**src/rtl/clock_pkg.sv**
```systemverilog
// Shared types and constants for the digital clock key/mode path.
// Latency: n/a (types, constants and a helper function only).
// Backpressure: n/a.
package clock_pkg;

  // Current setting mode, also driven out to the display path.
  typedef enum logic [1:0] {
    MODE_RUN     = 2'd0,
    MODE_SET_HR  = 2'd1,
    MODE_SET_MIN = 2'd2
  } mode_t;

  // blink_mask layout: one bit per digit, two digits per field.
  localparam int BM_W       = 6;
  localparam int BM_HR_LSB  = 4;
  localparam int BM_MIN_LSB = 2;
  localparam int BM_SEC_LSB = 0;

  // Default timing for the 12 MHz board. A build at another frequency
  // overrides all five timing parameters together.
  localparam int DEF_CLK_HZ         = 12_000_000;
  localparam int DEF_HOLD_CYCLES    = DEF_CLK_HZ / 2;
  localparam int DEF_REPEAT_CYCLES  = DEF_CLK_HZ / 8;
  localparam int DEF_BLINK_CYCLES   = DEF_CLK_HZ / 4;
  localparam int DEF_TIMEOUT_CYCLES = 10 * DEF_CLK_HZ;

  // The four adjust commands towards the timekeeping counter.
  typedef struct packed {
    logic hour_inc;
    logic hour_dec;
    logic min_inc;
    logic min_dec;
  } adj_t;

  function automatic int max_int(input int a, input int b);
    return (a > b) ? a : b;
  endfunction

endpackage

```
**src/rtl/time_set_ctrl_if.sv**
```systemverilog
// Key levels in, adjust/run/blink commands out, for the time-set controller.
// Latency: n/a (signal bundle).
// Backpressure: none; levels and single-cycle pulses, no ready path.
interface time_set_ctrl_if;
  import clock_pkg::*;

  logic            mode_lvl;
  logic            up_lvl;
  logic            dn_lvl;
  logic            hour_inc;
  logic            hour_dec;
  logic            min_inc;
  logic            min_dec;
  logic            sec_clear;
  logic            run_en;
  logic [BM_W-1:0] blink_mask;
  mode_t           mode;

  // Key side: debouncers drive levels, timekeeping/display consume commands.
  modport master (
    output mode_lvl, up_lvl, dn_lvl,
    input  hour_inc, hour_dec, min_inc, min_dec,
    input  sec_clear, run_en, blink_mask, mode
  );

  // Controller side.
  modport slave (
    input  mode_lvl, up_lvl, dn_lvl,
    output hour_inc, hour_dec, min_inc, min_dec,
    output sec_clear, run_en, blink_mask, mode
  );

endinterface

```
**src/rtl/time_set_ctrl_key_repeat.sv**
```systemverilog
// Per-key press detect, lockout and hold/auto-repeat timing.
// Latency: fire is combinational from the level and local state; caller registers it.
// Backpressure: none; a fire not consumed by the caller is simply lost.
module key_repeat
  import clock_pkg::*;
#(
  parameter int HOLD_CYCLES   = DEF_HOLD_CYCLES,
  parameter int REPEAT_CYCLES = DEF_REPEAT_CYCLES
) (
  input  logic clk,
  input  logic rst_n,
  input  logic lvl,      // debounced key level
  input  logic inhibit,  // up and down held together
  input  logic lock,     // mode is changing this cycle
  output logic press,    // raw rising edge, independent of lockout
  output logic fire      // accepted press or repeat
);

  localparam int CNT_W = $clog2(max_int(HOLD_CYCLES, REPEAT_CYCLES) + 1);

  logic             prev_q;
  logic             locked_q, locked_n;
  logic             active_q, active_n;
  logic             rep_q, rep_n;
  logic [CNT_W-1:0] cnt_q, cnt_n;

  // prev_q resets high so a key held through reset release is not a press.
  assign press = lvl & ~prev_q;

  // Lockout and repeat sequencing; cnt counts held cycles since the last fire.
  always_comb begin
    locked_n = locked_q;
    active_n = active_q;
    rep_n    = rep_q;
    cnt_n    = cnt_q;
    fire     = 1'b0;
    if (!lvl) begin
      // Release ends any lockout and clears the repeat state.
      locked_n = 1'b0;
      active_n = 1'b0;
      rep_n    = 1'b0;
      cnt_n    = '0;
    end else if (inhibit || lock) begin
      // A key caught by a conflict or a mode change must be re-pressed.
      locked_n = 1'b1;
      active_n = 1'b0;
      rep_n    = 1'b0;
      cnt_n    = '0;
    end else if (locked_q) begin
      cnt_n = '0;
    end else if (press) begin
      fire     = 1'b1;
      active_n = 1'b1;
      rep_n    = 1'b0;
      cnt_n    = CNT_W'(1);
    end else if (active_q) begin
      if (!rep_q && cnt_q == CNT_W'(HOLD_CYCLES)) begin
        fire  = 1'b1;
        rep_n = 1'b1;
        cnt_n = CNT_W'(1);
      end else if (rep_q && cnt_q == CNT_W'(REPEAT_CYCLES)) begin
        fire  = 1'b1;
        cnt_n = CNT_W'(1);
      end else begin
        cnt_n = cnt_q + CNT_W'(1);
      end
    end
  end

  // Key state registers.
  always_ff @(posedge clk or negedge rst_n) begin
    if (!rst_n) begin
      prev_q   <= 1'b1;
      locked_q <= 1'b0;
      active_q <= 1'b0;
      rep_q    <= 1'b0;
      cnt_q    <= '0;
    end else begin
      prev_q   <= lvl;
      locked_q <= locked_n;
      active_q <= active_n;
      rep_q    <= rep_n;
      cnt_q    <= cnt_n;
    end
  end

endmodule

```
**src/rtl/time_set_ctrl.sv**
```systemverilog
// Mode FSM and key sequencing: adjust pulses, seconds clear, run enable, digit blink.
// Latency: 1 cycle from key level to registered pulse / mode change.
// Backpressure: none; pulses are single-cycle and unconditional.
module time_set_ctrl
  import clock_pkg::*;
#(
  parameter int CLK_HZ         = DEF_CLK_HZ,
  parameter int HOLD_CYCLES    = DEF_HOLD_CYCLES,
  parameter int REPEAT_CYCLES  = DEF_REPEAT_CYCLES,
  parameter int BLINK_CYCLES   = DEF_BLINK_CYCLES,
  parameter int TIMEOUT_CYCLES = DEF_TIMEOUT_CYCLES
) (
  input  logic          clk,
  input  logic          rst_n,
  time_set_ctrl_if.slave bus
);

  localparam int TMO_W = $clog2(TIMEOUT_CYCLES + 1);
  localparam int BLK_W = $clog2(BLINK_CYCLES + 1);

  // Every repeat must reload the timeout before it can expire.
  if (CLK_HZ < 1 || HOLD_CYCLES < 1 || REPEAT_CYCLES < 1 || BLINK_CYCLES < 1 ||
      TIMEOUT_CYCLES <= max_int(HOLD_CYCLES, REPEAT_CYCLES)) begin : g_bad_params
    $error("time_set_ctrl: inconsistent timing parameters");
  end

  logic             mode_prev_q;
  logic             mode_press;
  logic             conflict;
  logic             up_press, dn_press;
  logic             up_fire, dn_fire;
  logic             any_press;
  logic             tmo_fire;
  logic             mode_chg;
  mode_t            mode_q, mode_n;
  adj_t             adj_q, adj_n;
  logic             sec_clear_q, sec_clear_n;
  logic [TMO_W-1:0] tmo_cnt_q;
  logic [BLK_W-1:0] blink_cnt_q;
  logic             phase_q;
  logic [BM_W-1:0]  blink_mask;

  assign mode_press = bus.mode_lvl & ~mode_prev_q;
  assign conflict   = bus.up_lvl & bus.dn_lvl;
  assign any_press  = mode_press | up_press | dn_press;

  // A press landing on the expiry cycle reloads instead of timing out.
  assign tmo_fire = (mode_q != MODE_RUN) &&
                    (tmo_cnt_q == TMO_W'(TIMEOUT_CYCLES - 1)) && !any_press;
  assign mode_chg = mode_press | tmo_fire;

  key_repeat #(
    .HOLD_CYCLES  (HOLD_CYCLES),
    .REPEAT_CYCLES(REPEAT_CYCLES)
  ) u_up_key (
    .clk    (clk),
    .rst_n  (rst_n),
    .lvl    (bus.up_lvl),
    .inhibit(conflict),
    .lock   (mode_chg),
    .press  (up_press),
    .fire   (up_fire)
  );

  key_repeat #(
    .HOLD_CYCLES  (HOLD_CYCLES),
    .REPEAT_CYCLES(REPEAT_CYCLES)
  ) u_dn_key (
    .clk    (clk),
    .rst_n  (rst_n),
    .lvl    (bus.dn_lvl),
    .inhibit(conflict),
    .lock   (mode_chg),
    .press  (dn_press),
    .fire   (dn_fire)
  );

  // Mode key edge detect; resets high so a held key gives no press.
  always_ff @(posedge clk or negedge rst_n) begin
    if (!rst_n) mode_prev_q <= 1'b1;
    else        mode_prev_q <= bus.mode_lvl;
  end

  // Mode state register.
  always_ff @(posedge clk or negedge rst_n) begin
    if (!rst_n) mode_q <= MODE_RUN;
    else        mode_q <= mode_n;
  end

  // Next mode, seconds clear and adjust routing; a mode press wins over keys.
  always_comb begin
    mode_n      = mode_q;
    sec_clear_n = 1'b0;
    adj_n       = '0;
    case (mode_q)
      MODE_RUN: begin
        if (mode_press) mode_n = MODE_SET_HR;
      end
      MODE_SET_HR: begin
        if (mode_press) begin
          mode_n = MODE_SET_MIN;
        end else if (tmo_fire) begin
          mode_n = MODE_RUN;
        end else begin
          adj_n.hour_inc = up_fire;
          adj_n.hour_dec = dn_fire;
        end
      end
      MODE_SET_MIN: begin
        if (mode_press) begin
          mode_n      = MODE_RUN;
          sec_clear_n = 1'b1;
        end else if (tmo_fire) begin
          mode_n = MODE_RUN;
        end else begin
          adj_n.min_inc = up_fire;
          adj_n.min_dec = dn_fire;
        end
      end
      default: mode_n = MODE_RUN;
    endcase
  end

  // Registered single-cycle command pulses.
  always_ff @(posedge clk or negedge rst_n) begin
    if (!rst_n) begin
      adj_q       <= '0;
      sec_clear_q <= 1'b0;
    end else begin
      adj_q       <= adj_n;
      sec_clear_q <= sec_clear_n;
    end
  end

  // Idle timeout: held at zero in RUN, reloaded by any press or repeat.
  always_ff @(posedge clk or negedge rst_n) begin
    if (!rst_n) begin
      tmo_cnt_q <= '0;
    end else if (mode_n == MODE_RUN) begin
      tmo_cnt_q <= '0;
    end else if (any_press || up_fire || dn_fire) begin
      tmo_cnt_q <= '0;
    end else begin
      tmo_cnt_q <= tmo_cnt_q + TMO_W'(1);
    end
  end

  // Blink phase: restarts visible on mode entry and on every adjust pulse.
  always_ff @(posedge clk or negedge rst_n) begin
    if (!rst_n) begin
      blink_cnt_q <= '0;
      phase_q     <= 1'b1;
    end else if (mode_n == MODE_RUN || mode_n != mode_q || (|adj_n)) begin
      blink_cnt_q <= '0;
      phase_q     <= 1'b1;
    end else if (blink_cnt_q == BLK_W'(BLINK_CYCLES - 1)) begin
      blink_cnt_q <= '0;
      phase_q     <= ~phase_q;
    end else begin
      blink_cnt_q <= blink_cnt_q + BLK_W'(1);
    end
  end

  // Only the digit pair being set blinks; everything else stays lit.
  always_comb begin
    blink_mask                   = '1;
    blink_mask[BM_SEC_LSB +: 2]  = 2'b11;
    case (mode_q)
      MODE_SET_HR:  blink_mask[BM_HR_LSB +: 2]  = {2{phase_q}};
      MODE_SET_MIN: blink_mask[BM_MIN_LSB +: 2] = {2{phase_q}};
      default:      blink_mask                  = '1;
    endcase
  end

  assign bus.hour_inc   = adj_q.hour_inc;
  assign bus.hour_dec   = adj_q.hour_dec;
  assign bus.min_inc    = adj_q.min_inc;
  assign bus.min_dec    = adj_q.min_dec;
  assign bus.sec_clear  = sec_clear_q;
  assign bus.run_en     = (mode_q == MODE_RUN);
  assign bus.blink_mask = blink_mask;
  assign bus.mode       = mode_q;

endmodule
```
**src/flat_wrapper.sv**
```systemverilog
// flat-port wrapper written by rule: the top's interface ports become plain ports
module time_set_ctrl_flat import clock_pkg::*;
#(
  parameter int CLK_HZ         = DEF_CLK_HZ,
  parameter int HOLD_CYCLES    = DEF_HOLD_CYCLES,
  parameter int REPEAT_CYCLES  = DEF_REPEAT_CYCLES,
  parameter int BLINK_CYCLES   = DEF_BLINK_CYCLES,
  parameter int TIMEOUT_CYCLES = DEF_TIMEOUT_CYCLES
)
  (clk, rst_n, bus_mode_lvl, bus_up_lvl, bus_dn_lvl, bus_hour_inc, bus_hour_dec, bus_min_inc, bus_min_dec, bus_sec_clear, bus_run_en, bus_blink_mask, bus_mode);
  time_set_ctrl_if bus_i ();
  input  logic clk;
  input  logic rst_n;
  input wire logic [$bits(bus_i.mode_lvl)-1:0] bus_mode_lvl;
  input wire logic [$bits(bus_i.up_lvl)-1:0] bus_up_lvl;
  input wire logic [$bits(bus_i.dn_lvl)-1:0] bus_dn_lvl;
  output wire logic [$bits(bus_i.hour_inc)-1:0] bus_hour_inc;
  output wire logic [$bits(bus_i.hour_dec)-1:0] bus_hour_dec;
  output wire logic [$bits(bus_i.min_inc)-1:0] bus_min_inc;
  output wire logic [$bits(bus_i.min_dec)-1:0] bus_min_dec;
  output wire logic [$bits(bus_i.sec_clear)-1:0] bus_sec_clear;
  output wire logic [$bits(bus_i.run_en)-1:0] bus_run_en;
  output wire logic [$bits(bus_i.blink_mask)-1:0] bus_blink_mask;
  output wire logic [$bits(bus_i.mode)-1:0] bus_mode;
  assign bus_i.mode_lvl = bus_mode_lvl;
  assign bus_i.up_lvl = bus_up_lvl;
  assign bus_i.dn_lvl = bus_dn_lvl;
  assign bus_hour_inc = bus_i.hour_inc;
  assign bus_hour_dec = bus_i.hour_dec;
  assign bus_min_inc = bus_i.min_inc;
  assign bus_min_dec = bus_i.min_dec;
  assign bus_sec_clear = bus_i.sec_clear;
  assign bus_run_en = bus_i.run_en;
  assign bus_blink_mask = bus_i.blink_mask;
  assign bus_mode = bus_i.mode;
  time_set_ctrl #(.CLK_HZ(CLK_HZ), .HOLD_CYCLES(HOLD_CYCLES), .REPEAT_CYCLES(REPEAT_CYCLES), .BLINK_CYCLES(BLINK_CYCLES), .TIMEOUT_CYCLES(TIMEOUT_CYCLES)) u_core (.clk(clk), .rst_n(rst_n), .bus(bus_i));
endmodule
```
**config.mk**
```make
export PLATFORM = sky130hd
export DESIGN_NAME = time_set_ctrl_flat
export DESIGN_NICKNAME = d
export VERILOG_FILES = /design/src/rtl/clock_pkg.sv /design/src/rtl/time_set_ctrl_if.sv /design/src/rtl/time_set_ctrl_key_repeat.sv /design/src/rtl/time_set_ctrl.sv /design/src/flat_wrapper.sv
export SDC_FILE = /design/constraint.sdc
export NUM_CORES = 1
export LEC_CHECK = 0
export ABC_AREA = 1
export CAP_MARGIN = 0
export CORE_ASPECT_RATIO = 1.5
export CORE_MARGIN = 2
export CORE_UTILIZATION = 55
export DETAILED_ROUTE_END_ITERATION = 10
export GPL_TIMING_DRIVEN = 0
export PLACE_DENSITY_LB_ADDON = 0.08
export SLEW_MARGIN = 20
export SYNTH_ARGS = -nofsm -noshare
export SYNTH_HDL_FRONTEND = slang
export SYNTH_HIERARCHICAL = 1
export SYNTH_SLANG_ARGS = --single-unit
```
**constraint.sdc**
```tcl
create_clock -name clk -period 2.6 [get_ports clk]
set_clock_uncertainty 0.1 [all_clocks]
set_input_delay 0.39 -clock clk [delete_from_list [all_inputs] [get_ports clk]]
set_output_delay 0.39 -clock clk [all_outputs]
set_load 0.01 [all_outputs]
```
**Word level (Yosys, flattened, before mapping)**

Index checks and enable logic that the tools add are counted.
Widths: inputs -> output; s select.

- Register bits: 112
- Input port bits: 5
- Logic and storage cells: 149

- Add/sub/neg operators: 4
- Equal/unequal tests: 21
- Mux-type cells: 70
- Bitwise operators: 11
- Reductions and logical operators: 23

Operators by type and width:

| operator | number |
|---|---|
| $mux 23 | 14 |
| $mux 27 | 2 |
| $add 23x1->23 const B | 2 |
| $eq 23x21->1 const B | 2 |
| $eq 23x23->1 const B | 2 |
| $mux 22 | 2 |
| $mux 1 | 41 |
| $add 27x1->27 const B | 1 |
| $eq 27x27->1 const B | 1 |
| $add 22x1->22 const B | 1 |
| $eq 22x22->1 const B | 1 |
| $mux 2 | 10 |
| $ne 4x1->1 const B | 4 |
| $ne 5x1->1 const B | 2 |
| $logic_and 1x1->1 | 6 |
| $ne 3x1->1 const B | 2 |
| $pmux 2 s3 | 1 |
| $reduce_and 3->1 | 2 |
| $logic_or 1x1->1 | 5 |
| $and 1x1->1 | 4 |
| $logic_not 2->1 | 2 |
| $ne 2x1->1 const B | 2 |
| $not 1->1 | 4 |
| $reduce_and 2->1 | 2 |
| 9 further kinds | 14 |

**Depth between registers and ports, before layout**

- Depth after elaboration: 16
- Depth in mapped cells: 20

**Modules after synthesis**

The synthesis kept the hierarchy.

By module, submodules not included:

| module | instances | cells an instance | area an instance (µm²) | seq. area each (µm²) |
|---|---|---|---|---|
| key_repeat | 2 | 286 | 1880.6 | 676.9 |
| time_set_ctrl | 1 | 442 | 3328.2 | 1453.9 |

**Worst setup path before layout**

Ideal clock, no wire load.

- Path type: register -> register
- From: register u_core.u_dn_key.prev_q
- To: register u_core.tmo_cnt_q[15]
- Setup time: 0.072 ns
- Data arrival time: 2.378 ns
- Required time: 2.428 ns
- Path slack: 0.050 ns
- Cell stages (with the launch flop): 20
- Period minus slack after synthesis: 2.550 ns
- Cell sequence: dfstp_2 nor2_1 inv_1 nand2_1 nor2_1 nand2_1 nor2_4 nand3_4 nand2_1 nor2_1 nand2_1 inv_1 nand2_2 a21oi_1 inv_1 nand3_1 inv_1 clkbuf_1 nand3_1 nor2_1

RTL lines:

| element | line | RTL |
|---|---|---|
| start, declared | time_set_ctrl_key_repeat.sv:21 | `logic prev_q;` |
| start signal, assigned | time_set_ctrl_key_repeat.sv:79 | `prev_q <= lvl;` |
| $not 1->1 | time_set_ctrl_key_repeat.sv:28 | `assign press = lvl & ~prev_q;` |
| $and 1x1->1 | time_set_ctrl_key_repeat.sv:28 |  |
| named net u_core.dn_press | time_set_ctrl.sv:30 | `logic up_press, dn_press;` |
| $or 1x1->1 | time_set_ctrl.sv:45 | `assign any_press = mode_press \| up_press \| dn_press;` |
| $logic_not 1->1 | time_set_ctrl.sv:49 | `(tmo_cnt_q == TMO_W'(TIMEOUT_CYCLES - 1)) && !any_press;` |
| $logic_and 1x1->1 | time_set_ctrl.sv:49 |  |
| $or 1x1->1 | time_set_ctrl.sv:50 | `assign mode_chg = mode_press \| tmo_fire;` |
| named net u_core.mode_chg | time_set_ctrl.sv:34 | `logic mode_chg;` |
| $logic_or 1x1->1 | time_set_ctrl_key_repeat.sv:43 | `end else if (inhibit \|\| lock) begin` |
| $mux 1 | time_set_ctrl_key_repeat.sv:43 |  |
| $mux 1 | time_set_ctrl_key_repeat.sv:37 | `if (!lvl) begin` |
| named net u_core.dn_fire | time_set_ctrl.sv:31 | `logic up_fire, dn_fire;` |
| $logic_or 1x1->1 | time_set_ctrl.sv:141 | `end else if (any_press \|\| up_fire \|\| dn_fire) begin` |
| $mux 27 | time_set_ctrl.sv:141 |  |
| $mux 27 | time_set_ctrl.sv:139 | `end else if (mode_n == MODE_RUN) begin` |
| end signal, assigned | time_set_ctrl.sv:144 | `tmo_cnt_q <= tmo_cnt_q + TMO_W'(1);` |
| end, declared | time_set_ctrl.sv:38 | `logic [TMO_W-1:0] tmo_cnt_q;` |

The timed path passes the listed nets, and every way through them passes these cells.
A chain may end at the register's enable or synchronous reset.

**Final worst setup path**

- From: register u_core.u_dn_key.prev_q
- To: register u_core.tmo_cnt_q[17]

- Word-level cells in the longest chain between the ends: 13

Ends and longest elaborated chain:

| element | line |
|---|---|
| $not 1->1 | time_set_ctrl_key_repeat.sv:28 |
| $and 1x1->1 | time_set_ctrl_key_repeat.sv:28 |
| named net u_core.dn_press | time_set_ctrl.sv:30 |
| $or 1x1->1 | time_set_ctrl.sv:45 |
| $logic_not 1->1 | time_set_ctrl.sv:49 |
| $logic_and 1x1->1 | time_set_ctrl.sv:49 |
| $or 1x1->1 | time_set_ctrl.sv:50 |
| named net u_core.mode_chg | time_set_ctrl.sv:34 |
| $logic_or 1x1->1 | time_set_ctrl_key_repeat.sv:43 |
| $mux 1 | time_set_ctrl_key_repeat.sv:43 |
| $mux 1 | time_set_ctrl_key_repeat.sv:37 |
| named net u_core.up_fire | time_set_ctrl.sv:31 |
| $logic_or 1x1->1 (2 in series) | time_set_ctrl.sv:141 |
| $mux 27 | time_set_ctrl.sv:141 |
| $mux 27 | time_set_ctrl.sv:139 |

The timed path passes the listed nets, and every way through them passes these cells.

==> metrics.txt <==
yosys warns 6; number of remaining DRC errors 0; CP Capture Type flip-flop; number of synthesized flops with an enable pin 0; fin crit share ~93%; Worst Path Arrival between 2 and 3 ns; Via density 5.16; maximum VDD drop 302 uV; metal2 WL roughly 8500 um; Die Height 143 um; clock tree buffer depth 2; crit-path cells nor2_2, inv_1, nand2_2, nor2_4, nand2_2, nor2_4, nand3_4, nand2_4, nor2_1, nand2_2, inv_2, nand2_2, a21oi_2, inv_2, nand3_4, buf_4, nor3_1; CP peak stage delay around 0.55 ns; critical path's top delay family simple AND/OR/NAND/NOR gates; Routed wire per std cell approximately 13 um; Worst-Skew Late Latency about 0.36 ns; RD Place Congestion around 0.94; initial core utilization a little under three fifths; Site Rows 50; top-count cell post-synth nand2_1; DRT Pass-1 Iters 5; Placed Cells incl. Taps approximately 1200; width of the die between 90 and 100 um; Pleak between 3 and 4 nW; met3 WL post-DR about 450 um; fin cells about 1200; Worst-path clk slew around 0.080 ns; Yosys reg bits about 110; crit path launch type flip-flop; cell taking the most area after synthesis dfrtp_1; Avg Inst Size Synth ~7 um2; core area ~13000 um2; Worst Setup Slack, final 0.181 ns; max-slew violation count 0; TritonCTS clock tree yes; fraction of layout cells with a size suffix above 1 between 10% and 20%; register area share after synthesis around 40%; setup slack at placement -1.06 ns; GR Util All Layers 24.5%; htree depth 3; hold_ws 0.219 ns; Critical Path Fanout Max 10; Synth cell types 36; DRT iter0 DRCs 252; Highest Clock Rate a little over 400 MHz; Metal-1 WL slightly below 7000 um; most frequent cells after synthesis nand2_1, nor2_1, inv_1; main flop type after synthesis dfrtp_1; hpwl dp ~12000 um; DRT Wirelength about 16000 um; highest routed metal layer met4; synthesized cell area about 7100 um2; most frequent CP cell nand2_2; Critical Path RT approximately 2.8 ns; root buf cell clkbuf_16; dpl cell area ~7500 um2; DRT antenna net count 0; clock sink total ~110; largest net degree at the start of global routing 71; Worst Hold Class input port to flip-flop; maximum capacitance violations 0; Layout Nets between 1000 and 1500; Crit Path Category flip-flop to flip-flop; num ports 19; post-layout instance area about 8000 um2; Buf/Inv on CP 4; final setup fails 0; pwr/cell area 483 nW/um2; IO buf count 16; status finished clean; initial antenna violation count 0; final hold violations 0; minimum clock period between 2 and 2.5 ns; number of global-route vias before repair 6144; Syn Inst Count approximately 1000; slowest CP cell dfstp_2; via count 6288; Die ar. between 10000 and 15000 um2; share of synthesized flip-flops with an asynchronous set or reset 100%; Synth area leaders dfrtp_1, nand2_1, nor2_1, inv_1, nand3_1; Yosys top cell area share 38.1%; grt total ovfl 0; RSZ-0062 raised after global routing yes; first-pass GRT wire length between 20000 and 30000 um; area delta synth->final 12.7%; Num CTS Buffers 9
==> area by class of cell <==
type | instances | area (um2)
fill | 1180 | 4520
multi-input combinational | 757 | 3740
sequential | 112 | 2810
inverter | 127 | 482
timing repair buffer | 31 | 312
clock buffer | 9 | 225
tap | 156 | 195
buffer | 19 | 164
clock inverter | 7 | 66.3
antenna | 1 | 2.50
==> registers in the layout, summed over array words and instances (netlist names), 2 cells and up <==
register               count
u_core/u_dn_key/cnt_q     23
u_core/u_up_key/cnt_q     23
u_core/bus.mode            2
u_core/blink_cnt_q        22
u_core/tmo_cnt_q          27
==> worst reg2reg max path, delay by kind of cell (launching register included) <==
kind / cells / cell delay (ns)
AND/OR/NAND/NOR: 12 / 1.17
flip-flops: 1 / 0.55
buffers and inverters: 4 / 0.45
AO/OA/AOI/OAI: 1 / 0.05
==> repair_timing <==
| action | 4_1_cts | 5_1_grt |
|---|---|---|
| gates resized for setup | 19 | 17 |
| cloned | 0 | 1 |
| endpoints found under the setup margin | 61 | 72 |
| hold buffers | 1 | 0 |
| hold endpoints to repair | 40 | 0 |
| pin swaps | 1 | 8 |
| buffers inserted | 2 | 10 |
==> where the power goes <==
group	internal [mW]	total, mW	switching (mW)
Sequential	1.78	1.82	0.0324
Combinational	0.244	0.679	0.435
Clock	0.671	1.36	0.690
==> cell families (layout without fill, tap and decap cells) <==
kind of cell | Yosys count | in the layout | synth area share [%]
compound gates | 43 | 43 | 3.37
xor+xnor | 37 | 37 | 4.57
fa+ha+maj | 6 | 6 | 1.06
buf+inv | 146 | 193 | 8.82
flops | 112 | 112 | 39.6
other cells | 1 | 3 | 0.0529
simple gates | 669 | 669 | 42.5
==> metal layers <==
metal | vias to the layer above | GRT usage, %
li1 | 3263 | -
met1 | 2891 | 28.8
met2 | 101 | 44.6
met3 | 33 | 2.74
met4 | 0 | 11.7
met5 | - | 0
==> through the flow <==
step / power, mW / TNS [ns] / util, %
floorplan: 2.25 / 0 / -
global placement: 2.48 / -411.31 / 59.5
detailed placement: 2.49 / -49.52 / 59.8
CTS: 3.86 / 0 / 62.7
global route: 4.03 / -0.134 / 63.8
finish: 3.86 / 0 / 63.9
==> cell usage in the layout (no fill, tap or decap), types with 5 or more instances in the layout <==
cell type | netlist | layout
buf_4 | 11 | 24
nand3_2 | 6 | 8
nand2_2 | 17 | 21
xnor2_1 | 9 | 9
nor2_4 | 4 | 7
clkbuf_16 | 0 | 10
o21ai_1 | 5 | 6
o21bai_1 | 5 | 5
inv_2 | 11 | 14
nand2_1 | 258 | 253
nor3_1 | 42 | 41
ha_1 | 6 | 5
o21ai_0 | 21 | 20
nand2_4 | 4 | 5
nand4_1 | 27 | 27
clkdlybuf4s50_1 | 0 | 13
inv_1 | 116 | 112
dfrtp_1 | 108 | 108
nand3_1 | 71 | 68
nor2_1 | 199 | 196
xor2_1 | 28 | 28
or2_2 | 8 | 8
nor2_2 | 21 | 21
==> worst paths after layout <==
kind | startpoint | to | slack (ns) | cells past startpoint
hold / removal | bus_dn_lvl | u_core/u_dn_key/prev_q | 0.22 | 1
max in group asynchronous | rst_n | u_core/u_up_key/prev_q | 1.28 | 3
min in group asynchronous | rst_n | u_core/u_dn_key/cnt_q[7] | 0.41 | 2
hold reg to reg | u_core/blink_cnt_q[0] | u_core/blink_cnt_q[0] | 0.36 | 1
setup reg to reg | u_core/u_dn_key/prev_q | u_core/tmo_cnt_q[17] | 0.18 | 17
setup / recovery | u_core/u_dn_key/prev_q | u_core/tmo_cnt_q[17] | 0.18 | 17
Power figures use the tool's default switching activity.
